### config.mk
export PLATFORM = sky130hd
export DESIGN_NAME = ls323_seq
export DESIGN_NICKNAME = d
export VERILOG_FILES = /design/src/rtl/ls323_seq.sv
export SDC_FILE = /design/constraint.sdc
export NUM_CORES = 1
export LEC_CHECK = 0
export ABC_CLOCK_PERIOD_IN_PS = 1450
export CAP_MARGIN = 20
export CORE_MARGIN = 4
export CORE_UTILIZATION = 42
export CTS_BUF_LIST = sky130_fd_sc_hd__clkbuf_4
export DETAILED_ROUTE_END_ITERATION = 16
export GPL_TIMING_DRIVEN = 1
export PLACE_DENSITY = 0.78
export SLEW_MARGIN = 20
export SYNTH_ARGS = -nofsm -noshare
export SYNTH_HDL_FRONTEND = slang
export SYNTH_SLANG_ARGS = --single-unit
### constraint.sdc
create_clock -name clk -period 1.45 [get_ports clk]
set_input_delay 0.2175 -clock clk [delete_from_list [all_inputs] [get_ports clk]]
set_output_delay 0.2175 -clock clk [all_outputs]
set_load 0.1 [all_outputs]
### src/rtl/ls323_seq.sv
// ls323_seq: command sequencer for one sn74ls323 8-bit shift/storage register on a shared I/O bus.
// Latency: busy for clear 1, load 2, shift N (1..8) cycles, +1 with read-back; done in the next idle cycle.
// Backpressure: cmd_ready is high only while idle; cmd_valid during busy cycles is ignored, nothing is queued.
module ls323_seq (
  input  logic       clk,
  input  logic       clr,
  input  logic       cmd_valid,
  output logic       cmd_ready,
  input  logic [1:0] cmd_op,
  input  logic [2:0] cmd_cnt,
  input  logic       cmd_fill,
  input  logic       cmd_rd,
  input  logic [7:0] din,
  input  logic [7:0] qio,
  output logic       bus_oe,
  output logic       s1,
  output logic       s0,
  output logic       g1,
  output logic       g2,
  output logic       sl,
  output logic       sr,
  output logic       rclr,
  output logic [7:0] dout,
  output logic       done,
  output logic       dout_valid
);

  typedef enum logic [2:0] {
    ST_IDLE  = 3'd0,
    ST_CLR   = 3'd1,
    ST_LOAD  = 3'd2,
    ST_SHIFT = 3'd3,
    ST_TURN  = 3'd4,
    ST_READ  = 3'd5
  } state_t;

  localparam logic [1:0] OP_CLR  = 2'b00;
  localparam logic [1:0] OP_SHR  = 2'b01;
  localparam logic [1:0] OP_SHL  = 2'b10;
  localparam logic [1:0] OP_LOAD = 2'b11;

  state_t     state, state_nxt;
  logic [1:0] op_q;
  logic       fill_q;
  logic       rd_q;
  logic [7:0] din_q;
  logic [2:0] rem_q, rem_nxt;

  logic       accept;
  logic [1:0] op_eff;
  logic       fill_eff;

  logic       done_nxt, dv_nxt;
  logic       ready_nxt, oe_nxt, s1_nxt, s0_nxt, g_nxt, sl_nxt, sr_nxt, rclr_nxt;

  // The load data reaches the register through the external driver while bus_oe is high;
  // the captured copy is kept only so the accepted command is fully visible in state.
  logic       unused_din;

  assign accept     = cmd_valid & cmd_ready;
  // On the accept edge the command latches are not yet updated, so the pin decode
  // for the first busy cycle takes the command fields straight from the inputs.
  assign op_eff     = accept ? cmd_op : op_q;
  assign fill_eff   = accept ? cmd_fill : fill_q;
  assign unused_din = ^din_q;

  // State register and shift down-counter.
  always_ff @(posedge clk or negedge clr) begin
    if (!clr) begin
      state <= ST_IDLE;
      rem_q <= 3'd0;
    end else begin
      state <= state_nxt;
      rem_q <= rem_nxt;
    end
  end

  // Capture the command fields when a command is accepted.
  always_ff @(posedge clk or negedge clr) begin
    if (!clr) begin
      op_q   <= OP_CLR;
      fill_q <= 1'b0;
      rd_q   <= 1'b0;
      din_q  <= 8'h00;
    end else if (accept) begin
      op_q   <= cmd_op;
      fill_q <= cmd_fill;
      rd_q   <= cmd_rd;
      din_q  <= din;
    end
  end

  // Next-state logic, counter update and completion pulses.
  always_comb begin
    state_nxt = state;
    rem_nxt   = rem_q;
    done_nxt  = 1'b0;
    dv_nxt    = 1'b0;
    case (state)
      ST_IDLE: begin
        if (accept) begin
          case (cmd_op)
            OP_CLR:  state_nxt = ST_CLR;
            OP_LOAD: state_nxt = ST_LOAD;
            default: begin
              // Remaining-cycles count minus one; cnt=0 wraps to 7, giving 8 shifts.
              state_nxt = ST_SHIFT;
              rem_nxt   = cmd_cnt - 3'd1;
            end
          endcase
        end
      end
      ST_CLR: begin
        state_nxt = rd_q ? ST_READ : ST_IDLE;
        done_nxt  = ~rd_q;
      end
      ST_LOAD: begin
        // Always pass through TURN so the driver is off a full cycle before any read.
        state_nxt = ST_TURN;
      end
      ST_TURN: begin
        state_nxt = rd_q ? ST_READ : ST_IDLE;
        done_nxt  = ~rd_q;
      end
      ST_SHIFT: begin
        if (rem_q == 3'd0) begin
          state_nxt = rd_q ? ST_READ : ST_IDLE;
          done_nxt  = ~rd_q;
        end else begin
          rem_nxt = rem_q - 3'd1;
        end
      end
      ST_READ: begin
        state_nxt = ST_IDLE;
        done_nxt  = 1'b1;
        dv_nxt    = 1'b1;
      end
      default: state_nxt = ST_IDLE;
    endcase
  end

  // Pin values for the state being entered; registered below so every output is a flop.
  always_comb begin
    ready_nxt = 1'b0;
    oe_nxt    = 1'b0;
    s1_nxt    = 1'b0;
    s0_nxt    = 1'b0;
    g_nxt     = 1'b1;
    sl_nxt    = 1'b0;
    sr_nxt    = 1'b0;
    rclr_nxt  = 1'b1;
    case (state_nxt)
      ST_IDLE:  ready_nxt = 1'b1;
      ST_CLR:   rclr_nxt  = 1'b0;
      ST_LOAD: begin
        s1_nxt = 1'b1;
        s0_nxt = 1'b1;
        oe_nxt = 1'b1;
      end
      ST_SHIFT: begin
        if (op_eff == OP_SHR) begin
          s0_nxt = 1'b1;
          sr_nxt = fill_eff;
        end else begin
          s1_nxt = 1'b1;
          sl_nxt = fill_eff;
        end
      end
      ST_READ:  g_nxt = 1'b0;
      default:  ready_nxt = 1'b0;
    endcase
  end

  // Output register; reset holds the sn74ls323 in clear and the bus quiet.
  always_ff @(posedge clk or negedge clr) begin
    if (!clr) begin
      cmd_ready  <= 1'b1;
      bus_oe     <= 1'b0;
      s1         <= 1'b0;
      s0         <= 1'b0;
      g1         <= 1'b1;
      g2         <= 1'b1;
      sl         <= 1'b0;
      sr         <= 1'b0;
      rclr       <= 1'b0;
      done       <= 1'b0;
      dout_valid <= 1'b0;
    end else begin
      cmd_ready  <= ready_nxt;
      bus_oe     <= oe_nxt;
      s1         <= s1_nxt;
      s0         <= s0_nxt;
      g1         <= g_nxt;
      g2         <= g_nxt;
      sl         <= sl_nxt;
      sr         <= sr_nxt;
      rclr       <= rclr_nxt;
      done       <= done_nxt;
      dout_valid <= dv_nxt;
    end
  end

  // Read-back capture at the edge ending the READ cycle, when the register drives qio.
  always_ff @(posedge clk or negedge clr) begin
    if (!clr) begin
      dout <= 8'h00;
    end else if (state == ST_READ) begin
      dout <= qio;
    end
  end

endmodule

# After elaboration in Yosys (flattened, before gate mapping)
# Cells that the tools add are included.
[totals]
reg_bits = 28
latch_bits = 0
ram_bits = 0
mem_bits_ro = 0
elab_cells = 68
memories = 0
[classes]
n_addsub = 2
multipliers = 0
n_div = 0
order_cmp = 0
eq_ne = 14
n_shift = 0
muxes = 26
bitwise_logic = 2
n_reduce_logical = 8
[ops]
columns = ["operator", "n"]
rows = [
  ["$mux W3", 6],
  ["$mux W1", 13],
  ["$eq A3 B2 Y1 const B", 4],
  ["$pmux W3 S4", 1],
  ["$eq A3 B3 Y1 const B", 3],
  ["$logic_not A3 Y1", 3],
  ["$eq A3 B1 Y1 const B", 2],
  ["$ne A2 B2 Y1 const B", 3],
  ["$pmux W3 S2", 1],
  ["$sub A3 B1 Y3 const B", 2],
  ["$pmux W1 S2", 2],
  ["$pmux W2 S2", 1],
  ["$reduce_and A4 Y1", 1],
  ["$reduce_or A2 Y1", 2],
  ["$pmux W1 S3", 1],
  ["$eq A2 B1 Y1 const B", 1],
  ["$eq A2 B2 Y1 const B", 1],
  ["$logic_not A2 Y1", 1],
  ["$mux W2", 1],
  ["$reduce_bool A2 Y1", 1],
  ["$and A1 B1 Y1", 1],
  ["$not A1 Y1", 1],
]

# Logic depth before layout (Yosys ltp)
[logic_depth]
word_depth = 6
mapped_depth = 7
depth_no_buf = 6

# Least setup slack after synthesis
# OpenSTA, ideal clock, no wires.
[synth_timing]
path_type = "register -> register"
start = "register cmd_ready"
end = "register sl"
arrival_ps = 1719
t_required_ps = 1373
slack_ps = -346
stages_incl_launch_ff = 5
n_path_buf = 0
synth_period_minus_slack_ps = 1796
path_cell_list = "dfstp_2 > nor4b_4 > nand2_2 > a211o_1 > a21oi_1"
[synth_via]
elab_chain_cells = 5
word_cells_on_any_way = 9
classes_between = "eq/ne (2); mux (6); bitwise (1)"
[synth_rtl]
columns = ["element", "line_no", "source"]
rows = [
  ["start: declaration", "8", "output logic cmd_ready,"],
  ["start signal: assignment", "189", "cmd_ready <= ready_nxt;"],
  ["$and A1 B1 Y1 *", "60", "assign accept = cmd_valid & cmd_ready;"],
  ["$mux W3 or $mux W2 (tied branches)", "--", ""],
  ["$pmux W3 S4 or $eq A2 B1 Y1 (tied branches)", "99, 161", ""],
  ["$eq A3 B2 Y1 or $mux W1 (tied branches)", "152, 161", ""],
  ["$mux W1 *", "152", "case (state_nxt)"],
  ["named net sl_nxt", "54", "logic ready_nxt, oe_nxt, s1_nxt, s0_nxt, g_nxt, sl_nxt, sr_nxt, rclr_nxt;"],
  ["end signal: assignment", "195", "sl <= sl_nxt;"],
  ["end: declaration", "20", "output logic sl,"],
]
# The timed path passes the listed nets; every way through them passes the cells marked *.
# A chain may end at the register's enable or synchronous reset.

# Worst setup path after layout
[layout_timing]
start = "register cmd_ready"
end = "register rem_q[2]"
[layout_via]
elab_chain_cells = 3
[layout_rtl]
columns = ["element", "line_no", "source"]
rows = [
  ["$and A1 B1 Y1", "60", ""],
  ["$ne A2 B2 Y1 (no source line)", "--", ""],
  ["$reduce_and A4 Y1 (no source line)", "--", ""],
  ["end signal: assignment", "74", "rem_q <= rem_nxt;"],
  ["end: declaration", "47", "logic [2:0] rem_q, rem_nxt;"],
]
# No other way between the ends.

==> reports/qor.csv <==
stage,metric,value,unit
status,status,"finished, violations left",
status,failing checks,setup timing,
hold_path,worst min-delay path class,in2async,
logic_synthesis,area share of the largest cell type after synthesis,49.34,%
global_routing,largest net degree at the start of global routing,29,
logic_synthesis,cell taking the most area after synthesis,dfrtp_1,
worst_setup_path,crit-path max FO,7,
logic_synthesis,Synth Cell Area,1319,um^2
logic_synthesis,ys async rst share,100.0,%
drt,initial DRC count,25,
worst_setup_path,worst r2r path cells,5,
clocking,htree depth,1,
placed_design,post-DP HPWL,2.418,mm
clocking,cts bufs inserted,3,
layout,Antenna Cells,0,
power,Pwr Density,2575,nW/um^2
clocking,clk slew on worst S/H paths,0.14,ns
floorplanning,core box area,3028,um^2
clocking,clk root buf,clkbuf_4,
floorplanning,die width,64.04,um
sta,clk_skew,0.005119,ns
sta,Slew @ Worst Pin,0.3560,ns
global_routing,total track usage,17.68,%
layout,register area,710.7,um^2
sta,fin crit period,1.597,ns
worst_setup_path,Critical R2R Capture,rem_q[2],
placed_design,Setup WS pre-CTS,-0.2597,ns
global_routing,initial antenna violation count,0,
layout,fillcell total,218,
logic_synthesis,"EDFF count, synth",0,
power,net switching power,2.966,mW
sta,fin crit share,110.1,%
clocking,CTS tree,yes,
drt,Wirelength per Cell,15.56,um
sta,Max Freq,0.6261,GHz
layout,proportion of layout cells with a drive suffix above 1,53.93,%
global_routing,first-pass GRT wire length,5.526,mm
power,Peak VDD IR,1238,uV
floorplanning,chip height,64.04,um
power,Comb pwr share,68.1,%
logic_synthesis,Post-Synthesis Cells,114,
worst_setup_path,CP Class,reg2reg,
worst_setup_path,RR Startpoint,cmd_ready,
floorplanning,Die ar.,4100,um^2
clocking,clock latency on the worst-skew pair,0.34,ns
layout,Multi-input gate area,680.7,um^2
placed_design,IO Port Bufs,36,
drt,ANT nets after route,0,
logic_synthesis,Synth area leaders,"dfrtp_1 49%, mux2_2 8.5%, a21oi_1 4.2%",
placed_design,GPL Wtd Cong,0.7821,
sta,max-slew violation count,0,
clocking,CTS Buffer Depth,2,
worst_setup_path,Worst EP required,1.68,ns
power,Lkg Pwr,1.037,nW
drt,via count,1133,
floorplanning,Starting Density,43.55,%
drt,DRC viols,0,
logic_synthesis,post-synthesis cell type count,37,
sta,RSZ-0062 raised after global routing,yes,
global_routing,number of global-route vias before repair,1176,
logic_synthesis,most common cell in the synthesized netlist,dfrtp_1,
worst_setup_path,CP Launch Type,register,
logic_synthesis,post-synthesis sequential area ratio,53.32,%
sta,count of endpoints failing setup in the final report,11,
logic_synthesis,"FF+latch count, synth",28,
sta,relative slew slack,76.27,%
sta,final worst slack,-0.1471,ns
clocking,Post-CTS Hold Buffers,0,
worst_setup_path,"Data arrival, critical path",1.83,ns
worst_setup_path,Worst Setup End Kind,register,
layout,Finished Layout Cells,222,
layout,P&R area growth vs syn,72.20,%
global_routing,global route total overflow,0,
power,Clk pwr share,6.1,%
drt,via-per-instance ratio,5.104,
floorplanning,site row count,20,
placed_design,Post-Place Cells,212,
sta,final hold vios,0,
layout,fin nets,208,
drt,Routed WL,3.454,mm
power,Sw Ratio,50.73,%
logic_synthesis,Yosys warning count,0,
clocking,clock sink count,28,
worst_setup_path,R2R Setup Slk,-0.15,ns
run,max cap viols,0,
logic_synthesis,syn avg cell area,11.57,um^2
logic_synthesis,Synth Flop Type,dfrtp_1,
logic_synthesis,Mapped Nets,143,
floorplanning,I/O pin count,45,
logic_synthesis,Post-synth top cells,"26 x dfrtp_1, 11 x a21oi_1, 10 x mux2_2, 10 x nand2_1, 7 x inv_1",
power,Sequential Power Share,25.9,%
drt,Pre-antenna DRT Iters,4,
power,Int Power,2.881,mW
state kept, by name (all words and copies together) (netlist names):
| signal | cells |
|---|---|
| dout | 8 |
| fill_q | 1 |
| rclr | 1 |
| done | 1 |
| op_q | 2 |
| g2 | 1 |
| sr | 1 |
| s1 | 1 |
| sl | 1 |
| dout_valid | 1 |
| rd_q | 1 |
| s0 | 1 |
| state | 3 |
| rem_q | 3 |
| bus_oe | 1 |
| cmd_ready | 1 |
cell type report:
cell class | instances | area share [%]
Clock buffer | 4 | 1.322
Inverter | 7 | 1.157
Multi-Input combinational cell | 76 | 29.97
Sequential cell | 28 | 31.29
Tap cell | 44 | 2.424
Timing Repair Buffer | 63 | 33.83
power groups by stage:
| stage | registers [mW] | logic [mW] | clock network [mW] |
|---|---|---|---|
| after CTS | 1.50 | 3.86 | 0.373 |
| after global placement | 1.48 | 3.60 | 0 |
| after detailed placement | 1.50 | 3.67 | 0 |
| final | 1.51 | 3.98 | 0.355 |
| after floorplan | 2.78 | 0.938 | 0 |
| after global routing | 1.55 | 4.13 | 0.409 |
cells by family after synthesis:
group                      share of synthesized area (%)
and+or+nand+nor                                    16.13
DFF                                                53.32
AOI/OAI and AO/OA                                  12.14
muxes                                              10.82
buffers and inverters                              3.985
adders and majority gates                          3.606
through the flow:
step / cell area (um^2) / setup TNS, ns / hold WS (ns) / utilization [%] / power [mW]
after detailed placement: 2074 / -1.231 / 0.5009 / 68.51 / 5.170
final: 2271 / -1.119 / 0.2466 / 75.00 / 5.848
after floorplan: 1330 / -1.612 / -0.07809 / - / 3.717
after CTS: 2227 / -0.6387 / 0.2447 / 73.55 / 5.740
after global placement: 2074 / -0.7584 / 0.4678 / 68.51 / 5.080
after global routing: 2271 / -1.918 / 0.2445 / 75.00 / 6.093
worst max path at each step:
stage,startpoint,to,depth (start not counted)
after floorplan,cmd_ready,s0,4
after global placement,cmd_op[0],rem_q[2],6
after detailed placement,cmd_op[0],rem_q[2],6
after CTS,cmd_ready,rem_q[0],4
after global routing,cmd_ready,rem_q[2],5
final,cmd_ready,rem_q[2],5
per-layer routing:
metal	wire length, um	share of wire [%]	GRT usage [%]	vias to the layer above
met5	0	0	0	-
met4	93	2.7	8.356	0
met3	159	4.6	2.988	9
met2	1887	55	33.03	37
met1	1314	38	19.05	548
li1	-	-	-	539
timing repair:
| item | in CTS | in global routing |
|---|---|---|
| endpoints found under the setup margin | 18 | 22 |
| gates cloned | 1 | 0 |
| resized for setup | 21 | 10 |
| pin swaps | 5 | 3 |
| setup buffers | 4 | 1 |
worst max-delay path, cell delays in order, from the launching register on:
cell      delay (ns)
dfstp_4         0.64
nor4b_4         0.26
buf_4           0.19
nand3_4         0.12
a31oi_2         0.19
a221oi_2        0.09
cell usage in the layout, fill, tap and decap left out, types with 2 or more instances in the layout:
master and instances:
nor2_2 2, nand2_1 8, clkdlybuf4s50_1 17, nor3_2 3
inv_1 7, a21oi_1 5, clkbuf_4 4, mux2_2 10
a21oi_2 6, nand2_2 4, ha_1 2, nand3_1 2
o21ai_0 4, buf_4 23, mux2i_1 3, buf_12 19
buf_6 4, dfrtp_1 23, nor3b_2 2, dfrtp_2 3
No activity file was read; power rests on OpenSTA's default activity.
